### src/rtl/rom_stream_pkg.sv
// Shared constants and state encoding for the ROM stream reader.
// Optional feature macro used by the top: ROM_STREAM_CHECKSUM_EN.
package rom_stream_pkg;

  localparam int DEF_ADDR_W   = 13;
  localparam int DEF_DATA_W   = 16;
  localparam int DEF_DEPTH    = 6801;
  // Outstanding words (buffered + in flight) the reader may hold at once.
  localparam int CREDIT_LIMIT = 2;

  typedef enum logic [1:0] {
    IDLE  = 2'd0,
    RUN   = 2'd1,
    DRAIN = 2'd2,
    DONE  = 2'd3
  } state_t;

endpackage

### src/rtl/rom_stream_fifo2.sv
// Two-entry shift buffer: slot0 is always the head, so the head word holds
// its value after the buffer empties. Flush empties without touching data.
module rom_stream_fifo2 #(
  parameter int W = 17
) (
  input  logic         clk,
  input  logic         rst_n,
  input  logic         flush,
  input  logic         push,
  input  logic         pop,
  input  logic [W-1:0] wdata,
  output logic [W-1:0] head,
  output logic         full,
  output logic         empty
);

  logic [W-1:0] slot0_q;
  logic [W-1:0] slot1_q;
  logic [1:0]   count_q;
  logic         do_pop;
  logic         do_push;

  assign do_pop  = pop && (count_q != 2'd0);
  assign do_push = push && ((count_q != 2'd2) || do_pop);

  // NOTE: sequential state uses non-blocking '<=' so every register samples
  // pre-edge values. The data slots are reset too, because the head drives a
  // port whose reset value is defined.
  always_ff @(posedge clk or negedge rst_n) begin
    if (!rst_n) begin
      slot0_q <= '0;
      slot1_q <= '0;
      count_q <= 2'd0;
    end else if (flush) begin
      count_q <= 2'd0;
    end else begin
      case ({do_push, do_pop})
        2'b10: begin
          if (count_q == 2'd0) slot0_q <= wdata;
          else                 slot1_q <= wdata;
          count_q <= count_q + 2'd1;
        end
        2'b01: begin
          if (count_q == 2'd2) slot0_q <= slot1_q;
          count_q <= count_q - 2'd1;
        end
        2'b11: begin
          if (count_q == 2'd2) begin
            slot0_q <= slot1_q;
            slot1_q <= wdata;
          end else begin
            slot0_q <= wdata;
          end
        end
        default: ;
      endcase
    end
  end

  assign head  = slot0_q;
  assign full  = (count_q == 2'd2);
  assign empty = (count_q == 2'd0);

endmodule

### src/rtl/rom_stream_reader.sv
// Walks a wrapping ROM address range and streams the words out valid/ready.
// Define ROM_STREAM_CHECKSUM_EN to add a running sum of accepted words.
module rom_stream_reader
  import rom_stream_pkg::*;
#(
  parameter int ADDR_W = DEF_ADDR_W,
  parameter int DATA_W = DEF_DATA_W,
  parameter int DEPTH  = DEF_DEPTH
) (
  input  logic              clk,
  input  logic              rst_n,
  input  logic              start,
  input  logic              abort,
  input  logic [ADDR_W-1:0] base_addr,
  input  logic [ADDR_W-1:0] word_count,
  output logic [ADDR_W-1:0] rom_addr,
  input  logic [DATA_W-1:0] rom_data,
  output logic              m_valid,
  input  logic              m_ready,
  output logic [DATA_W-1:0] m_data,
  output logic              m_last,
  output logic              busy,
  output logic              done
`ifdef ROM_STREAM_CHECKSUM_EN
  ,
  output logic [DATA_W-1:0] checksum
`endif
);

  state_t            state_q, state_d;
  logic [ADDR_W-1:0] addr_q;
  logic [ADDR_W-1:0] to_issue_q;
  logic              inflight_q;
  logic              inflight_last_q;
  logic              accept_start;
  logic              pop;
  logic              issue;
  logic              fifo_full;
  logic              fifo_empty;
  logic [1:0]        occupancy;
  logic [2:0]        credits_used;
  logic [DATA_W:0]   head;

  function automatic logic [ADDR_W-1:0] next_addr(input logic [ADDR_W-1:0] a);
    return (a == ADDR_W'(DEPTH - 1)) ? '0 : a + ADDR_W'(1);
  endfunction

  assign accept_start = (state_q == IDLE) && start && !abort;
  assign pop          = m_valid && m_ready;

  // The accepted start issues the first read itself, so the base address goes
  // straight to the ROM that cycle; later reads come from the address counter.
  assign rom_addr = accept_start ? base_addr : addr_q;

  // Counting this cycle's pop as a freed credit is what sustains 1 word/cycle.
  assign occupancy    = {fifo_full, !fifo_empty && !fifo_full};
  assign credits_used = {1'b0, occupancy} + {2'b00, inflight_q} - {2'b00, pop};
  assign issue        = (state_q == RUN) && (to_issue_q != '0)
                        && (credits_used < 3'(CREDIT_LIMIT));

  rom_stream_fifo2 #(.W(DATA_W + 1)) u_fifo (
    .clk   (clk),
    .rst_n (rst_n),
    .flush (abort),
    .push  (inflight_q),
    .pop   (pop),
    .wdata ({inflight_last_q, rom_data}),
    .head  (head),
    .full  (fifo_full),
    .empty (fifo_empty)
  );

  assign m_valid          = !fifo_empty;
  assign {m_last, m_data} = head;
  assign busy             = (state_q == RUN) || (state_q == DRAIN);
  assign done             = (state_q == DONE);

  // NOTE: combinational logic uses blocking '=' and assigns a default first,
  // so no path leaves state_d unassigned and no latch is inferred.
  always_comb begin
    state_d = state_q;
    unique case (state_q)
      IDLE:  if (accept_start) state_d = RUN;
      // An empty burst passes through RUN for one busy cycle before DONE.
      RUN: begin
        if (to_issue_q == '0)
          state_d = (fifo_empty && !inflight_q) ? DONE : DRAIN;
        else if (issue && (to_issue_q == ADDR_W'(1)))
          state_d = DRAIN;
      end
      DRAIN: if (pop && m_last) state_d = DONE;
      DONE:  state_d = IDLE;
      default: state_d = IDLE;
    endcase
    if (abort) state_d = IDLE;
  end

  always_ff @(posedge clk or negedge rst_n) begin
    if (!rst_n) begin
      state_q         <= IDLE;
      addr_q          <= '0;
      to_issue_q      <= '0;
      inflight_q      <= 1'b0;
      inflight_last_q <= 1'b0;
    end else begin
      state_q    <= state_d;
      inflight_q <= !abort && (issue || (accept_start && (word_count != '0)));
      if (abort) begin
        to_issue_q <= '0;
      end else if (accept_start) begin
        addr_q          <= next_addr(base_addr);
        to_issue_q      <= (word_count == '0) ? '0 : word_count - ADDR_W'(1);
        inflight_last_q <= (word_count == ADDR_W'(1));
      end else if (issue) begin
        addr_q          <= next_addr(addr_q);
        to_issue_q      <= to_issue_q - ADDR_W'(1);
        inflight_last_q <= (to_issue_q == ADDR_W'(1));
      end
    end
  end

`ifdef ROM_STREAM_CHECKSUM_EN
  always_ff @(posedge clk or negedge rst_n) begin
    if (!rst_n)                     checksum <= '0;
    else if (abort || accept_start) checksum <= '0;
    else if (pop)                   checksum <= checksum + m_data;
  end
`endif

endmodule
### config.mk
export PLATFORM = sky130hd
export DESIGN_NAME = rom_stream_reader
export DESIGN_NICKNAME = d
export VERILOG_FILES = /design/src/rtl/rom_stream_pkg.sv /design/src/rtl/rom_stream_fifo2.sv /design/src/rtl/rom_stream_reader.sv
export SDC_FILE = /design/constraint.sdc
export NUM_CORES = 1
export LEC_CHECK = 0
export ABC_AREA = 0
export CAP_MARGIN = 20
export CORE_AREA = 2 2 94 96
export CTS_CLUSTER_DIAMETER = 80
export DETAILED_ROUTE_END_ITERATION = 12
export DIE_AREA = 0 0 96 98
export PLACE_DENSITY = 0.76
export SETUP_SLACK_MARGIN = 0.4
export SYNTH_ARGS = -nofsm -noshare
export SYNTH_HDL_FRONTEND = slang
export SYNTH_SLANG_ARGS = --single-unit
### constraint.sdc
create_clock -name clk -period 2.87 [get_ports clk]
set_input_delay 0.7175 -clock clk [delete_from_list [all_inputs] [get_ports clk]]
set_output_delay 0.7175 -clock clk [all_outputs]
set_load 0.02 [all_outputs]
==> metrics.txt, run 1 <==
Post-synth EDFFs=0; Gate power share=a little over half; post-route cell area=6070 sq um; ys async rst share=100%; areal power density over the cells=around 960 nW/um^2; commonest non-fill, non-tap cell in the layout=dfrtp_1; Max stage delay on crit path=0.40 ns; Yosys warning count=0; synth unique cells=61; R2R cell count=9; actual slew at the worst max-slew pin=approximately 0.86 ns; Period minus WS final=2.45 ns; CTS tree=yes; num ports=80; reg-to-reg slack, setup=roughly 0.45 ns; Worst Path Max Fanout=8; Buf/Inv on CP=4; DRC=0; Final Hold Viols=0; num rows=34; critical path arrival=1.74 ns; Critical Path End Type=output port; Die ar.=9410 sq um; Worst path top cell family by delay=buffers and inverters; Die Span Y=about 98 um; critical path startpoint category=flop; core area=8470 sq um; top_reg_cell synth=dfrtp_1; I/O Buffers=about 80; CP cell instances=inv_2 > ha_4 > nand3b_1 > buf_6 > buf_16 > nand2_2 > nand2_2 > buf_6; Final HPWL DP=8.04 mm; switching share of power=40.8%; internal power=3.45 mW; Syn Std Cell Area=4330 sq um; hold_buf cts=0; most frequent cells in the layout=dfrtp_1, clkdlybuf4s50_1, buf_4, nand2_1, o21ai_0; layout cells sized above 1=approximately a quarter; Die W=96 um; reg-to-reg endpoint=addr_q[11]; 1st-pass router iterations=8; worst r2r src=to_issue_q[0]; Worst IR Drop VDD=between 0.5 and 0.6 mV; max cap viols=0; gr ovfl total=0; post-synthesis sequential area ratio=38.1%; Switch Pwr=2.38 mW; slowest stage cell on the critical path=dfrtp_1; setup TNS=0 ns; initial antenna violation count=0; fin nets=660; final setup fails=0; Post-Synthesis Cells=467; CTS clk-pin slew, worst paths=0.07 ns; filler cell count=642; Reg power frac=between 20% and 30%; Total Routing Usage GR=between 20% and 30%; RSZ-0062 raised after global routing=true; Worst Skew=about 0.008 ns; routed wire length per instance=17.1 um; Leakage=2.74 nW; Synth Area per Inst=9.27 sq um; largest net degree at the start of global routing=35; initial core utilization=51.2%; first-pass GRT wire length=~19 mm; vias in the first global route=between 4000 and 5000; Routed Antenna Nets=0; flops & latches, synth=66; crit path kind=flop to output port; Max Fclk=407 MHz; CTS Sinks=66; Required @ worst endpoint=2.15 ns; relative slew slack=42.6%; Clock Tree Buf Depth=2; Vias/cell=5.84; clock power share=15.3%; Final period util=a little under nine tenths; max-slew violation count=0; Antenna Cells=0; 1st-iter DRT viols=215; Post-Syn Nets=528; CTS buffer count=9; worst hold path class=input pin to async pin; CTS H-tree depth=3; Layout area overhead=40.2%; status=complete, no violations; Skew-Pair Late Insertion Delay=between 0.3 and 0.4 ns; root buffer cell=clkbuf_8; vias=about 4200; WL final=12.2 mm; RD Place Congestion=0.914; Post-Place Cell Area=between 5000 and 6000 sq um
-- layer usage --
metal | GRT usage, % | vias up | share of wire (%)
met5 | 0 | - | 0
li1 | - | 1982 | -
met3 | 5.09 | 24 | 6.1
met1 | 34.4 | 1977 | 42
met2 | 42.0 | 174 | 49
met4 | 11.1 | 0 | 2.4
-- metrics by stage --
stage / utilization [%] / power (mW) / setup slack (ns) / std cells / hold slack [ns]
3_3_place_gp: 65.0 / 4.33 / -0.186 / 670 / 0.460
6_report: 71.7 / 5.83 / 0.415 / 712 / 0.314
2_1_floorplan: - / 3.40 / 0.366 / 467 / 0.422
4_1_cts: 70.0 / 5.57 / 0.399 / 702 / 0.316
3_5_place_dp: 65.0 / 4.43 / -0.192 / 670 / 0.469
5_1_grt: 71.7 / 6.21 / 0.337 / 712 / 0.341
-- synth_stat cells, types with 6 or more instances --
| master | instances | area, sq um |
|---|---|---|
| mux2_2 | 18 | 203 |
| a22o_1 | 11 | 96.3 |
| xor2_1 | 9 | 78.8 |
| or3_1 | 6 | 37.5 |
| dfrtp_1 | 66 | 1650 |
| or4_1 | 6 | 45.0 |
| a21oi_1 | 16 | 80.1 |
| nand3_1 | 11 | 55.1 |
| mux2i_1 | 19 | 190 |
| nand2b_1 | 7 | 43.8 |
| o21ai_0 | 41 | 205 |
| nor2_1 | 17 | 63.8 |
| xnor2_1 | 17 | 149 |
| inv_1 | 21 | 78.8 |
| nor3_1 | 18 | 90.1 |
| o32ai_1 | 8 | 70.1 |
| clkbuf_1 | 12 | 45.0 |
| nand2_1 | 62 | 233 |
| ha_1 | 14 | 175 |
| nor4_1 | 7 | 43.8 |
-- registers in the layout, indices dropped and copies added, names as in the netlist --
name	flops
u_fifo.slot1_q	17
addr_q	13
state_q	2
u_fifo.head	17
inflight_q	1
to_issue_q	13
u_fifo.count_q	2
inflight_last_q	1
-- power groups by stage --
stage	registers [mW]	logic, mW	clock network, mW
after floorplan	1.73	1.67	0
after global placement	1.70	2.63	0
after detailed placement	1.72	2.71	0
after CTS	1.71	2.96	0.907
after global routing	1.79	3.46	0.966
final	1.73	3.20	0.894
-- final cells by class --
| type | count | area [sq um] | share of cell area, % |
|---|---|---|---|
| Inverter | 21 | 78.8 | 1.30 |
| Clock inverter | 6 | 90.1 | 1.48 |
| Clock buffer | 10 | 138 | 2.27 |
| Multi-Input combinational cell | 360 | 2630 | 43.2 |
| Timing Repair Buffer | 141 | 1350 | 22.2 |
| Sequential cell | 66 | 1650 | 27.3 |
| Tap cell | 108 | 135 | 2.23 |
-- cells by family (layout without fill, tap and decap cells) --
logic type / Yosys count / in the layout / synth area share (%)
DFF: 66 / 66 / 38.1
adders and majority gates: 14 / 14 / 4.05
muxes: 37 / 37 / 9.07
AOI/OAI and AO/OA: 113 / 113 / 18.0
buffers and inverters: 41 / 178 / 4.07
xor gates and xnor gates: 28 / 28 / 6.33
and+or+nand+nor: 168 / 168 / 20.4
-- worst max-delay path by stage --
stage	start	end	slack [ns]	cells after the start
after floorplan	abort	rom_addr[11]	0.37	3
after CTS	u_fifo.count_q[0]	addr_q[5]	0.40	8
after global routing	state_q[1]	rom_addr[2]	0.34	8
after global placement	start	rom_addr[9]	-0.19	7
final	state_q[1]	rom_addr[2]	0.42	8
after detailed placement	start	rom_addr[9]	-0.19	7
-- timing repair --
action                     CTS  global route
gates resized for setup     91            27
gates cloned                 3             0
pin swaps                    6            11
setup endpoints to repair   43            36
buffers inserted            13            10
(Power assumes the default switching activity.)
==> run 2: changes to the inputs <==
--- a/config.mk
+++ b/config.mk
@@ -13,6 +13,7 @@
 export DIE_AREA = 0 0 96 98
 export PLACE_DENSITY = 0.76
 export SETUP_SLACK_MARGIN = 0.4
+export SLEW_MARGIN = 20
 export SYNTH_ARGS = -nofsm -noshare
 export SYNTH_HDL_FRONTEND = slang
 export SYNTH_SLANG_ARGS = --single-unit
==> results of run 2 <==
The final DEF is identical to that of run 1; final timing and power are the same.
==> run 3: changes to the inputs <==
--- a/config.mk
+++ b/config.mk
@@ -5,13 +5,12 @@
 export SDC_FILE = /design/constraint.sdc
 export NUM_CORES = 1
 export LEC_CHECK = 0
-export ABC_AREA = 0
 export CAP_MARGIN = 20
 export CORE_AREA = 2 2 94 96
 export CTS_CLUSTER_DIAMETER = 80
 export DETAILED_ROUTE_END_ITERATION = 12
 export DIE_AREA = 0 0 96 98
-export PLACE_DENSITY = 0.76
+export PLACE_DENSITY = 0.79
 export SETUP_SLACK_MARGIN = 0.4
 export SLEW_MARGIN = 20
 export SYNTH_ARGS = -nofsm -noshare
==> metrics.txt, run 3 (synthesized netlist as in run 1, its figures left out) <==
Final Hold Viols=0 (unchanged); Max Fclk=406 MHz (was 407 MHz); status=complete, no violations (unchanged); most frequent cells in the layout=dfrtp_1, clkdlybuf4s50_1, nand2_1, buf_4, o21ai_0 (was dfrtp_1, clkdlybuf4s50_1, buf_4, nand2_1, o21ai_0); Place WS=-0.311 ns (was -0.192 ns); num rows=34 (unchanged); vias in the first global route=4233 (was 4092); Worst IR Drop VDD=0.521 mV (was 0.515 mV); commonest non-fill, non-tap cell in the layout=dfrtp_1 (unchanged); setup TNS=0 ns (unchanged); hold_buf cts=0 (unchanged); Required @ worst endpoint=2.15 ns (about the same); Post-Place Cell Area=5530 sq um (was 5500 sq um); Leakage=2.82 nW (was 2.74 nW); DRC=0 (unchanged); I/O Buffers=79 (unchanged); post-route cell area=6230 sq um (was 6070 sq um); Clock Tree Buf Depth=2 (unchanged); Routed Antenna Nets=0 (unchanged); Final Non-Filler Cells=719 (was 712); utilization after layout=73.6% (was 71.7%); Placed Cells incl. Taps=672 (was 670); CTS H-tree depth=3 (unchanged); 1st-iter DRT viols=262 (was 215); CTS buffer count=9 (unchanged); Layout area overhead=43.9% (was 40.2%); crit path kind=flop to output port (unchanged); final setup fails=0 (unchanged); root buffer cell=clkbuf_8 (unchanged); Vias/cell=6.07 (was 5.84); actual slew at the worst max-slew pin=0.865 ns (was 0.862 ns); worst r2r src=u_fifo.count_q[1] (was to_issue_q[0]); Tot Pwr=6.01 mW (was 5.83 mW); CTS Sinks=66 (unchanged); initial antenna violation count=0 (unchanged); fin nets=667 (was 660); Skew-Pair Late Insertion Delay=0.35 ns (about the same); critical path arrival=1.74 ns (about the same); Antenna Cells=0 (unchanged); vias=4363 (was 4157); max-slew violation count=0 (unchanged); reg-to-reg slack, setup=0.46 ns (was 0.45 ns); relative slew slack=42.3% (was 42.6%); gr ovfl total=0 (unchanged); Worst Skew=0.0145 ns (was 0.00810 ns); core area=8470 sq um (unchanged); initial core utilization=51.2% (unchanged); RD Place Congestion=0.882 (was 0.914); Period minus WS final=2.46 ns (was 2.45 ns); largest net degree at the start of global routing=43 (was 35); CTS clk-pin slew, worst paths=0.07 ns (about the same); max cap viols=0 (unchanged); routed wire length per instance=17.4 um (was 17.1 um); areal power density over the cells=964 nW/um^2 (was 961 nW/um^2); critical path startpoint category=flop (unchanged); CTS tree=yes (unchanged); RSZ-0062 raised after global routing=true (unchanged); Fin Hold WS=0.372 ns (was 0.314 ns); Die Span Y=98 um (unchanged); 1st-pass router iterations=6 (was 8); R2R cell count=10 (was 9); fin worst setup slack=0.408 ns (was 0.415 ns); Final HPWL DP=8.28 mm (was 8.04 mm); Critical Path End Type=output port (unchanged); Die W=96 um (unchanged); first-pass GRT wire length=19.8 mm (was 19.4 mm); layout cells sized above 1=26.5% (was 26.2%); reg-to-reg endpoint=to_issue_q[6] (was addr_q[11]); Final period util=85.8% (was 85.5%); Worst Path Max Fanout=8 (unchanged); WL final=12.5 mm (was 12.2 mm); crit path from=state_q[1] (unchanged); num ports=80 (unchanged); worst hold path class=input pin to async pin (unchanged); Die ar.=9410 sq um (unchanged); Total Routing Usage GR=26.5% (was 26.2%)
==> run 3: changes by cell type in the layout (fill, tap and decap cells not counted), moves of 3 or more <==
| cell | before | now |
|---|---|---|
| buf_2 | 6 | 2 |
| buf_6 | 9 | 17 |
| nand2_1 | 48 | 56 |
| nand2_2 | 12 | 4 |
| o21ai_0 | 39 | 34 |
| o21ai_4 | 1 | 4 |
==> run 3: routing by layer <==
metal | vias to the layer above | routed length, um | global-route usage [%] | part of all wire (%)
li1 | 2000 | - | - | -
met1 | 2084 | 4960 | 32.8 | 40
met2 | 230 | 6150 | 44.4 | 49
met3 | 49 | 921 | 4.86 | 7.4
met4 | 0 | 467 | 11.6 | 3.7
met5 | - | 0 | 0 | 0
==> run 3: worst max path at each step <==
stage | endpoint | slack (ns)
after floorplan | rom_addr[11] | 0.37
after global placement | rom_addr[7] | -0.22
after detailed placement | rom_addr[1] | -0.31
after CTS | addr_q[4] | 0.38
after global routing | rom_addr[7] | 0.32
final | rom_addr[7] | 0.41
==> run 3: layout make-up <==
type | instances | area, sq um
Multi-Input combinational cell | 360 | 2650
Fill cell | 583 | 2230
Sequential cell | 66 | 1650
Timing Repair Buffer | 148 | 1470
Clock buffer | 10 | 138
Tap cell | 108 | 135
Clock inverter | 6 | 113
Inverter | 21 | 78.8
==> run 3: power by group <==
group	leakage, nW	switching, mW	internal [mW]
Combinational	1.85	1.62	1.67
Sequential	0.847	0.411	1.33
Clock	0.127	0.375	0.604
Total	2.82	2.41	3.60
==> run 3: critical path, cell delays in order, from the launching register on <==
cell and delay [ns]:
dfrtp_1 0.42, inv_2 0.11, ha_4 0.17, nand3b_1 0.10, buf_6 0.16, buf_16 0.15
nand2_2 0.09, o21ai_4 0.06, buf_6 0.13
==> run 3: timing repair <==
item	in CTS	in global routing
pin swaps	9	12
setup endpoints to repair	43	39
setup buffers	14	14
cloned	3	0
gates resized for setup	85	51
